==> config.mk <==
export PLATFORM = sky130hd
export DESIGN_NAME = ucie_ctl_phy_sb_cfg_bridge
export DESIGN_NICKNAME = d
export VERILOG_FILES = /design/src/rtl/ucie_ctl_phy_sb_cfg_bridge.sv
export SDC_FILE = /design/constraint.sdc
export NUM_CORES = 1
export LEC_CHECK = 0
export BUFFER_PORTS_ARGS = -buffer_cell sky130_fd_sc_hd__buf_2
export CORE_MARGIN = 5
export CORE_UTILIZATION = 30
export DETAILED_ROUTE_END_ITERATION = 16
export PLACE_DENSITY = 0.49
export SYNTH_ARGS = -nofsm -noshare
export SYNTH_HDL_FRONTEND = slang
export SYNTH_SLANG_ARGS = --single-unit
==> constraint.sdc <==
create_clock -name i_clk -period 2.7 [get_ports i_clk]
set_input_delay 0.54 -clock i_clk [delete_from_list [all_inputs] [get_ports i_clk]]
set_output_delay 0.54 -clock i_clk [all_outputs]
set_load 0.05 [all_outputs]
==> src/rtl/ucie_ctl_phy_sb_cfg_bridge.sv <==
// Sideband config bridge between the RDI config channel and the PHY sideband.
// TX: show-ahead FIFO to the sideband serialiser, with credit return to the Adapter.
// RX: FIFO from the sideband, drained into the Adapter under PL credit control.
module ucie_ctl_phy_sb_cfg_bridge #(
    parameter int NC       = 32,
    parameter int TX_DEPTH = 4,
    parameter int RX_DEPTH = 4,
    parameter int PL_CRD   = 4
) (
    input  logic                          i_clk,
    input  logic                          i_rst_n,
    input  logic [NC-1:0]                 i_rdi_lp_cfg,
    input  logic                          i_rdi_lp_cfg_valid,
    output logic                          o_rdi_pl_cfg_crd,
    output logic [NC-1:0]                 o_data_sent_sb,
    output logic                          o_sb_data_valid,
    input  logic                          i_sb_tx_ready,
    input  logic [NC-1:0]                 i_data_received_sb,
    input  logic                          i_sb_data_valid,
    output logic [NC-1:0]                 o_rdi_pl_cfg,
    output logic                          o_rdi_pl_cfg_vld,
    input  logic                          i_rdi_lp_cfg_crd,
    output logic [$clog2(PL_CRD+1)-1:0]   o_pl_crd_cnt,
    output logic [2:0]                    o_err,
    input  logic                          i_err_clr
);

    localparam int TAW = $clog2(TX_DEPTH);
    localparam int RAW = $clog2(RX_DEPTH);
    localparam int CW  = $clog2(PL_CRD+1);

    typedef enum logic {IDLE = 1'b0, SEND = 1'b1} state_t;

    logic [NC-1:0] tx_mem [TX_DEPTH];
    logic [TAW:0]  tx_wptr, tx_rptr;
    logic          tx_empty, tx_full, tx_push, tx_pop, tx_ovf;

    logic [NC-1:0] rx_mem [RX_DEPTH];
    logic [RAW:0]  rx_wptr, rx_rptr;
    logic          rx_empty, rx_full, rx_push, rx_pop, rx_ovf;

    logic          crd_ovf;
    logic [NC-1:0] pl_cfg_d;
    state_t        state_q, state_d;

    // TX FIFO status and handshake; a full FIFO still accepts when it pops the same cycle
    assign tx_empty = (tx_wptr == tx_rptr);
    assign tx_full  = (tx_wptr == {~tx_rptr[TAW], tx_rptr[TAW-1:0]});
    assign tx_pop   = !tx_empty && i_sb_tx_ready;
    assign tx_push  = i_rdi_lp_cfg_valid && (!tx_full || tx_pop);
    assign tx_ovf   = i_rdi_lp_cfg_valid && !tx_push;

    assign o_sb_data_valid = !tx_empty;
    assign o_data_sent_sb  = tx_empty ? '0 : tx_mem[tx_rptr[TAW-1:0]];

    // RX FIFO status; no backpressure toward the sideband, so overflow drops the beat
    assign rx_empty = (rx_wptr == rx_rptr);
    assign rx_full  = (rx_wptr == {~rx_rptr[RAW], rx_rptr[RAW-1:0]});
    assign rx_push  = i_sb_data_valid && (!rx_full || rx_pop);
    assign rx_ovf   = i_sb_data_valid && !rx_push;

    // Credit return while already at the advertised maximum is an Adapter protocol error
    assign crd_ovf  = i_rdi_lp_cfg_crd && !rx_pop && (o_pl_crd_cnt == CW'(PL_CRD));

    assign o_rdi_pl_cfg_vld = (state_q == SEND);

    // FIFO storage writes
    always_ff @(posedge i_clk) begin
        if (tx_push) tx_mem[tx_wptr[TAW-1:0]] <= i_rdi_lp_cfg;
        if (rx_push) rx_mem[rx_wptr[RAW-1:0]] <= i_data_received_sb;
    end

    // FIFO pointers and the one-cycle credit pulse per drained TX entry
    always_ff @(posedge i_clk or negedge i_rst_n) begin
        if (!i_rst_n) begin
            tx_wptr          <= '0;
            tx_rptr          <= '0;
            rx_wptr          <= '0;
            rx_rptr          <= '0;
            o_rdi_pl_cfg_crd <= 1'b0;
        end else begin
            if (tx_push) tx_wptr <= tx_wptr + {{TAW{1'b0}}, 1'b1};
            if (tx_pop)  tx_rptr <= tx_rptr + {{TAW{1'b0}}, 1'b1};
            if (rx_push) rx_wptr <= rx_wptr + {{RAW{1'b0}}, 1'b1};
            if (rx_pop)  rx_rptr <= rx_rptr + {{RAW{1'b0}}, 1'b1};
            o_rdi_pl_cfg_crd <= tx_pop;
        end
    end

    // PL credit counter: pop consumes, return restores, both together cancel
    always_ff @(posedge i_clk or negedge i_rst_n) begin
        if (!i_rst_n) begin
            o_pl_crd_cnt <= CW'(PL_CRD);
        end else if (rx_pop && !i_rdi_lp_cfg_crd) begin
            o_pl_crd_cnt <= o_pl_crd_cnt - CW'(1);
        end else if (i_rdi_lp_cfg_crd && !rx_pop && !crd_ovf) begin
            o_pl_crd_cnt <= o_pl_crd_cnt + CW'(1);
        end
    end

    // Sticky error flags; a fresh error outranks a same-cycle clear
    always_ff @(posedge i_clk or negedge i_rst_n) begin
        if (!i_rst_n) begin
            o_err <= '0;
        end else begin
            o_err <= (i_err_clr ? 3'b000 : o_err) | {crd_ovf, rx_ovf, tx_ovf};
        end
    end

    // Output FSM state register, holding the message presented to the Adapter
    always_ff @(posedge i_clk or negedge i_rst_n) begin
        if (!i_rst_n) begin
            state_q      <= IDLE;
            o_rdi_pl_cfg <= '0;
        end else begin
            state_q      <= state_d;
            o_rdi_pl_cfg <= pl_cfg_d;
        end
    end

    // Next state: SEND whenever a message is drained this cycle, from either state
    always_comb begin
        state_d = IDLE;
        if (rx_pop) state_d = SEND;
    end

    // Drain decision and next Adapter message
    always_comb begin
        rx_pop   = !rx_empty && (o_pl_crd_cnt != '0);
        pl_cfg_d = '0;
        if (rx_pop) pl_cfg_d = rx_mem[rx_rptr[RAW-1:0]];
    end

endmodule

Yosys cells after proc, flatten, opt, wreduce, memory -nomap -nowiden

Memory sizes are Yosys's and may differ from the RTL's.
Index checks and enable logic that the tools add are counted.

Memories: 2
Input bits: 71
Flip-flop bits (word level): 52
Logic and storage cells: 58
Memory bits (writable): 256

Equality and inequality tests: 5
Add/sub/neg operators: 6
Bitwise logic cells: 3
Mux-type cells: 10
Reduce and logical (&&, ||, !) cells: 23

Memories:

| name   | words | width | read ports | clocked after memory_dff | wr ports | line | source |
|---|---|---|---|---|---|---|---|
| rx_mem | 4     | 32    | 1          | 0                        | 1        | 38   | `logic [NC-1:0] rx_mem [RX_DEPTH];` |
| tx_mem | 4     | 32    | 1          | 0                        | 1        | 34   | `logic [NC-1:0] tx_mem [TX_DEPTH];` |

Operators with widths:

| cell                | count |
|---|---|
| $mux 32             | 2 |
| $add 3x1->3 const B | 5 |
| $eq 3x3->1          | 4 |
| $logic_and 1x1->1   | 10 |
| $logic_not 1->1     | 9 |
| $mux 3              | 3 |
| $mux 1              | 5 |
| $eq 3x3->1 const B  | 1 |
| $or 3x3->3          | 1 |
| $reduce_bool 3->1   | 1 |
| $sub 3x1->3 const B | 1 |
| $logic_or 1x1->1    | 2 |
| $not 1->1           | 2 |
| $reduce_bool 2->1   | 1 |

Depth between registers and ports, before layout

Gate-level depths: netlist of run 1.

Word-level depth: 10
Mapped depth: 9
Depth with buffers taken out: 8

Least setup slack after synthesis of run 1

No wires, ideal clock.

Path type: reg-to-output
From: register tx_rptr[0]
To: output o_data_sent_sb[22]
Cell stages (with the launch flop): 6
Path buffers: 2
Slack: 0.241 ns
Arrival time: 1.919 ns
Path through: dfrtp_1 > buf_2 > xnor2_1 > nand3b_2 > clkbuf_1 > and2_1

Longest elaborated chain between the ends: 2
Elaborated cells on any way between the ends: 3
Classes of those cells: eq/ne: 1; mux: 1; memory: 1

Ends and longest elaborated chain:

| item                                              | line | source |
|---|---|---|
| start, declared                                   | 35   | `logic [TAW:0] tx_wptr, tx_rptr;` |
| start signal, assigned                            | 83   | `if (tx_pop) tx_rptr <= tx_rptr + {{TAW{1'b0}}, 1'b1};` |
| $mem_v2 4x32 / $eq 3x3->1 (equally long branches) | --   |  |
| $mux 32 (*)                                       | 54   | `assign o_data_sent_sb = tx_empty ? '0 : tx_mem[tx_rptr[TAW-1:0]];` |
| end, declared                                     | 15   | `output logic [NC-1:0] o_data_sent_sb,` |

Mark *: on every way between the ends. The rest lies on a longest branch, timed or not.

Worst setup path after layout of run 1

From: register tx_rptr[0]
To: output o_data_sent_sb[24]

Same word-level chain as after synthesis.

==> results.cfg, run 1 <==
[synthesis]
synth_edf_count = 256
yosysSeqAreaShare = 0.767
synth_fp_nets = 629
synth_seq_cells = 308
synthFlopType = edfxtp_1
yosysTopAreaCell = edfxtp_1
ys_async_sr_fraction = 0.169
netlist_instances = 547
netlist.area_leader.share = 0.656
synth_warnings = 0
synth_common_cells = edfxtp_1 (256), and2_1 (69), mux4_2 (64)
yosys-top-cells-area = edfxtp_1 (66%), mux4_2 (12%), dfrtp_1 (11%)
synth_area_per_cell_um2 = 21.4
netlist_area_mm2 = 0.0117
ys_types = 42
synth_most_common_cell = edfxtp_1

[clock_tree]
clk_path_buf_depth = 3
htreeDepth = 2
cts_buffers = 35
insertion_delay_ns = 0.53
cts_tree = built
cts-root-buf = clkbuf_16
clock_sinks = 308
clk_pin_slew_ns = 0.06

[worst_hold_path]
hold_class = input pin to flop
hold-path-cell-count = 1
hold_start = i_rdi_lp_cfg[22]

[run_status]
status = finished clean

[detailed_routing]
drt.antenna.violating_nets = 0
routed.top_layer = met5
drc = 0
met3WireLength_um = 2010
vias = 5579
wl_met1_um = 9590
via_per_inst = 4.42
wl_met2_um = 12200
routed_wirelength_um = 24500
drt-initial-drc-count = 231
post_drt_wl_per_cell_um = 19.4
drtPass1Iterations = 4

[floorplanning]
fp.dieArea_mm2 = 0.0431
die_w_um = 208
ioPinCount = 144
core_mm2 = 0.0386
rows = 72
die_y_um = 208
start_util = 0.303

[global_route]
grt_usage = 0.113
grt_max_degree = 37
grt_pass1_wl_um = 37800
antenna_found_initial = 6
grt_overflow = 0
grt_pass1_vias = 6288

[timing]
maxSlewViolCount = 0
hold_viol = 0
clock.fmax_mhz = 376
tightest_slew_ns = 0.924
rsz0062_at_grt = yes
setup_violations = 0
fin_worst_skew_ns = 0.0198
min_period_ns = 2.66
min_period_over_period = 0.986
relSlewSlack = 0.384

[place]
io_buffers = 143
dpl.hpwl_um = 14800
gp_congestion = 0.700

[setup_path]
crit_fanout = 7
path_cells = buf_4 -> mux4_2 -> and2_1 -> buf_2
critPathBufInv = 2
arrival_ns = 2.12
crit_slowest_cell = mux4_2
end_kind = primary output
worst_setup_path_start_kind = flop
crit_required_ns = 2.16
critical_path_class = flop to primary output
startpoint = tx_rptr[0]
regToRegSetupSlack_ns = 0.60
reg2reg_from = tx_rptr[0]
crit_path_max_incr_delay_ns = 0.53
critPathTopFamily = multiplexers
rr_endpoint = tx_mem[3][16]
crit_end = o_data_sent_sb[24]
cp.depth = 4
reg2reg_depth = 3

[finish]
seq_area_mm2 = 0.00900
multi_input_area_mm2 = 0.00263
fill_cells = 3508
layout.nets = 801
drive_gt1_frac = 0.426
final_core_util = 0.376
areaGrowthSynthToFinish_pct = 23.9

[job]
maxCapViolCount = 0
layout make-up:
cell class	instances	share of cell area
clock buffers	51	0.0672
clock inverters	11	0.0101
inverters	14	0.00362
repair buffers	158	0.0737
well taps	518	0.0446
flip-flops and latches	308	0.619
multi-input cells	202	0.181
diodes	1	0.000172
placed cells by master (no fill, tap or decap), types with 2 or more instances in the layout:
cell type / n
and2_1: 47
and2_2: 3
and2_4: 21
and3_2: 4
buf_12: 5
buf_2: 119
buf_4: 7
buf_6: 24
bufinv_16: 3
clkbuf_1: 12
clkbuf_16: 35
clkbuf_8: 4
clkinv_2: 2
clkinv_4: 3
dfrtp_1: 48
dfrtp_2: 2
edfxtp_1: 256
ha_1: 10
inv_1: 14
mux2_2: 2
mux4_2: 64
nand2_1: 3
nand3_1: 2
nand4_1: 2
nor2_1: 3
nor2b_1: 2
o21ai_0: 2
o22ai_1: 3
xnor2_1: 3
xnor2_2: 3
xnor2_4: 2
xor2_1: 9
worst reg2reg max path, stage by stage (launching register included):
cell	delay (ns)
dfrtp_4	0.52
xnor2_2	0.18
nand4_1	0.18
and3_2	0.83
per-layer routing:
layer / GRT usage / vias to the layer above
met2: 0.190 / 161
li1: - / 2485
met3: 0.0435 / 51
met1: 0.133 / 2870
met4: 0.0408 / 12
met5: 0 / -
flip-flops by register name, summed over array words and instances, names as in the netlist:
register and cells:
rx_wptr 3, tx_wptr 3, o_rdi_pl_cfg 32, o_rdi_pl_cfg_vld 1
o_err 3, o_pl_crd_cnt 3, tx_mem 128, o_rdi_pl_cfg_crd 1
rx_mem 128, rx_rptr 3, tx_rptr 3
worst min path at each step:
stage / end / slack (ns)
floorplan: o_err[0] / 0.24
global placement: tx_wptr[2] / 0.48
detailed placement: tx_wptr[2] / 0.48
CTS: tx_mem[2][22] / 0.18
global route: rx_mem[2][0] / 0.20
finish: tx_mem[2][22] / 0.23
stage by stage:
step	cell area [um2]	cells	hold WS (ns)	worst slack, ns	setup TNS, ns
after floorplan	11700	547	0.244	0.241	0
after global placement	13100	1197	0.477	0.316	0
after detailed placement	13100	1197	0.482	0.287	0
after CTS	14500	1262	0.184	-0.0295	-0.0550
after global routing	14500	1262	0.199	-0.0473	-0.157
final	14500	1263	0.226	0.0388	0
repair_timing:
item                                    4_1_cts  5_1_grt
buffers inserted                              2        0
endpoints found under the setup margin       32       26
endpoints found under the hold margin        12        0
pin swaps                                     0        1
gates resized for setup                      52       22
hold buffers                                  1        0
kinds of logic (layout without fill, tap and decap cells):
kind of cell    after synthesis  after routing  synth area share
compound gates               11             11           0.00971
xor+xnor                     17             17            0.0165
fa+ha+maj                    11             11            0.0124
buf+inv                      37            234            0.0156
flops                       308            308             0.767
mux                          69             69             0.128
other cells                   0              1                 0
simple gates                 94             94            0.0509
Power of run 1 is not shown: default switching activity piles up to over one toggle a cycle in this logic, so the estimate is an artifact.
==> run 2: changes to the inputs <==
==> constraint.sdc (replaced) <==
create_clock -name i_clk -period 3.45 [get_ports i_clk]
set_input_delay 0.69 -clock i_clk [delete_from_list [all_inputs] [get_ports i_clk]]
set_output_delay 0.69 -clock i_clk [all_outputs]
set_load 0.05 [all_outputs]
==> results.cfg, run 2 (synthesis gave the netlist of run 1 again) <==
[global_route]
grt_pass1_vias = 6361
antenna_found_initial = 7
grt_overflow = 0
grt_usage = 0.114
grt_pass1_wl_um = 38300
grt_max_degree = 37

[detailed_routing]
via_per_inst = 4.43
post_drt_wl_per_cell_um = 19.4
drt-initial-drc-count = 243
drt.antenna.violating_nets = 0
drc = 0
drtPass1Iterations = 6
vias = 5570
routed_wirelength_um = 24400

[timing]
tightest_slew_ns = 0.928
rsz0062_at_grt = no
fin_worst_skew_ns = 0.0186
relSlewSlack = 0.381
setup_violations = 0
clock.fmax_mhz = 324
min_period_over_period = 0.896
min_period_ns = 3.09
tns_ns = 0
layout_setup_ws_ns = 0.360
maxSlewViolCount = 0
hold_viol = 0

[finish]
layout_common_cells = edfxtp_1 (256), buf_2 (143), and2_1 (66)
layout.nets = 800
mostFrequentLayoutCell = edfxtp_1
drive_gt1_frac = 0.403
num_antenna_cells = 0
areaGrowthSynthToFinish_pct = 21.6

[floorplanning]
die_w_um = 208
fp.dieArea_mm2 = 0.0431
rows = 72
die_y_um = 208
ioPinCount = 144
core_mm2 = 0.0386
start_util = 0.303

[clock_tree]
insertion_delay_ns = 0.52
cts_resized = 0
cts_buffers = 36
clk_pin_slew_ns = 0.06
cts_tree = built
clk_path_buf_depth = 3
htreeDepth = 2
cts-root-buf = clkbuf_16
clock_sinks = 308
hold_buffers = 0
post_cts_buffers = 0

[setup_path]
reg2reg_from = o_pl_crd_cnt[2]
end_kind = primary output
crit_required_ns = 2.76
rr_endpoint = rx_mem[2][16]
worst_setup_path_start_kind = flop
reg2reg_depth = 4
crit_fanout = 35
arrival_ns = 2.40
critical_path_class = flop to primary output
regToRegSetupSlack_ns = 1.20

[place]
gp_congestion = 0.697
io_buffers = 143
pre_cts_ws_ns = 0.843
dpl.hpwl_um = 14800

[run_status]
status = finished clean

[worst_hold_path]
hold_class = input pin to asynchronous set/reset pin

[job]
maxCapViolCount = 0
[run 2: stage by stage]
stage / hold slack [ns] / util / instance area [um2] / std cells
2_1_floorplan: 0.394 / - / 11700 / 547
3_3_place_gp: 0.475 / 0.338 / 13100 / 1198
3_5_place_dp: 0.483 / 0.338 / 13100 / 1198
4_1_cts: 0.0615 / 0.369 / 14300 / 1257
5_1_grt: 0.0672 / 0.369 / 14300 / 1257
6_report: 0.0667 / 0.369 / 14300 / 1257
[run 2: how the worst max path moves through the flow]
| stage | start | depth (start not counted) | slack, ns | endpoint |
|---|---|---|---|---|
| after global routing | tx_wptr[0] | 4 | 0.17 | o_data_sent_sb[24] |
| after CTS | tx_wptr[0] | 4 | 0.27 | o_data_sent_sb[13] |
| after floorplan | tx_rptr[0] | 5 | 0.84 | o_data_sent_sb[22] |
| final | tx_wptr[0] | 4 | 0.36 | o_data_sent_sb[10] |
| after detailed placement | tx_wptr[0] | 4 | 0.84 | o_data_sent_sb[13] |
| after global placement | tx_wptr[0] | 4 | 1.03 | o_data_sent_sb[2] |
[run 2: area by class of cell]
cell class              count  area (um2)
fillers                  3576       24400
flip-flops and latches    308        8990
multi-input cells         202        2560
clock buffers              46        1010
repair buffers            156         826
well taps                 518         648
clock inverters            13         161
inverters                  14        52.6
[run 2: per-layer routing]
layer	part of all wire	wire, um	up-vias	track usage
li1	-	-	2484	-
met2	0.48	11700	160	0.188
met3	0.077	1870	49	0.0428
met5	0.0036	89	-	0
met4	0.017	427	12	0.0272
met1	0.42	10400	2865	0.143
[run 2: critical path: stages (launching register included)]
cell      delay [ns]
dfrtp_1         0.44
xnor2_1         0.27
nand3b_2        0.56
and2_1          0.38
buf_2           0.21
Power of run 2 is left out for the same reason.
==> run 3: changes to the inputs <==
--- a/config.mk
+++ b/config.mk
@@ -9,7 +9,9 @@
 export CORE_MARGIN = 5
 export CORE_UTILIZATION = 30
 export DETAILED_ROUTE_END_ITERATION = 16
+export GPL_TIMING_DRIVEN = 0
 export PLACE_DENSITY = 0.49
+export SLEW_MARGIN = 25
 export SYNTH_ARGS = -nofsm -noshare
 export SYNTH_HDL_FRONTEND = slang
 export SYNTH_SLANG_ARGS = --single-unit
==> results.cfg, run 3 (synthesis gave the netlist of run 1 again) <==
[clock_tree]
cts_tree = built
htreeDepth = 2
clock_sinks = 308
clk_pin_slew_ns = 0.06
insertion_delay_ns = 0.52
cts-root-buf = clkbuf_16
cts_buffers = 35
clk_path_buf_depth = 3

[place]
dpl.hpwl_um = 15300
gp_congestion = 0.681
io_buffers = 142
dp_cells = 1215

[floorplanning]
die_y_um = 208
start_util = 0.303
rows = 72
fp.dieArea_mm2 = 0.0431
ioPinCount = 144
core_mm2 = 0.0386
die_w_um = 208

[global_route]
grt_overflow = 0
grt_usage = 0.111
antenna_found_initial = 9
grt_pass1_vias = 6077
grt_pass1_wl_um = 37200
grt_max_degree = 41

[setup_path]
reg2reg_depth = 8
rr_endpoint = o_pl_crd_cnt[1]
critical_path_class = flop to primary output
crit_path_max_incr_delay_ns = 0.58
crit_slowest_cell = buf_1
reg2reg_from = rx_rptr[0]
arrival_ns = 2.45
crit_required_ns = 2.76
regToRegSetupSlack_ns = 1.10
startpoint = tx_rptr[1]
timing.critical_path.mode_cell = buf_2
worst_setup_path_start_kind = flop
end_kind = primary output
crit_fanout = 10
crit_end = o_data_sent_sb[24]
path_cells = buf_2 -> buf_1 -> mux4_2 -> and2_1 -> buf_2

[finish]
stdcell_count = 1278
layout_common_cells = edfxtp_1 (256), buf_2 (146), and2_1 (66)
final_core_util = 0.372
areaGrowthSynthToFinish_pct = 22.8
drive_gt1_frac = 0.391
seq_area_mm2 = 0.00899
multi_input_area_mm2 = 0.00256
fill_cells = 3548
layout.nets = 817
mostFrequentLayoutCell = edfxtp_1

[timing]
fin_worst_skew_ns = 0.0136
relSlewSlack = 0.525
rsz0062_at_grt = no
maxSlewViolCount = 0
tns_ns = 0
setup_violations = 0
tightest_slew_ns = 0.713
min_period_over_period = 0.910
hold_viol = 0
min_period_ns = 3.14
clock.fmax_mhz = 319

[detailed_routing]
via_per_inst = 4.38
vias = 5601
drc = 0
drtPass1Iterations = 4
drt.antenna.violating_nets = 0
drt-initial-drc-count = 195
routed_wirelength_um = 24200
post_drt_wl_per_cell_um = 18.9

[job]
maxCapViolCount = 0

[worst_hold_path]
hold_class = input pin to flop

[run_status]
status = finished clean
[run 3: cell count changes in the layout (fill, tap and decap cells not counted), moves of 4 or more]
cell / previous run / this run
clkbuf_1: 5 / 13
clkinv_1: 2 / 8
buf_4: 12 / 7
buf_16: 0 / 4
[run 3: metal layers]
layer / up-vias / share of wire / GRT usage / routed length (um)
li1: 2519 / - / - / -
met1: 2841 / 0.43 / 0.143 / 10300
met2: 167 / 0.46 / 0.172 / 11100
met3: 56 / 0.089 / 0.0485 / 2150
met4: 18 / 0.020 / 0.0333 / 483
met5: - / 0.0051 / 0 / 122
[run 3: area by class of cell]
type / count / share of cell area
antenna: 1 / 0.000174
buffer: 23 / 0.00904
timing repair buffer: 151 / 0.0635
inverter: 14 / 0.00365
clock buffer: 43 / 0.0659
clock inverter: 18 / 0.0102
multi-input combinational: 202 / 0.178
sequential: 308 / 0.625
tap: 518 / 0.0450
[run 3: repair_timing]
action,CTS,global route
buffers inserted,0,0
gates resized for setup,0,0
hold buffers,1,0
hold endpoints to repair,9,0
[run 3: worst min-delay path by stage]
stage / startpoint / to / slack [ns] / cells after the start
4_1_cts: i_rdi_lp_cfg[5] / tx_mem[1][5] / 0.35 / 1
2_1_floorplan: i_rst_n / o_err[0] / 0.39 / 0
6_report: i_data_received_sb[0] / rx_mem[1][0] / 0.39 / 1
3_5_place_dp: tx_wptr[2] / tx_wptr[2] / 0.48 / 1
5_1_grt: i_rdi_lp_cfg[5] / tx_mem[0][5] / 0.36 / 1
3_3_place_gp: tx_wptr[2] / tx_wptr[2] / 0.48 / 1
[run 3: metrics by stage]
stage	worst slack [ns]	instance area (um2)	hold WS (ns)
2_1_floorplan	0.841	11700	0.394
3_3_place_gp	0.301	13100	0.477
3_5_place_dp	0.774	13300	0.481
4_1_cts	0.195	14400	0.348
5_1_grt	0.145	14400	0.356
6_report	0.311	14400	0.387
[run 3: worst max-delay path, delay by kind of cell, from the launching register on]
kind / cells / cell delay (ns)
mux: 1 / 0.41
flops: 1 / 0.34
simple gates: 1 / 0.17
buf+inv: 3 / 1.01
Power of run 3 is left out for the same reason.
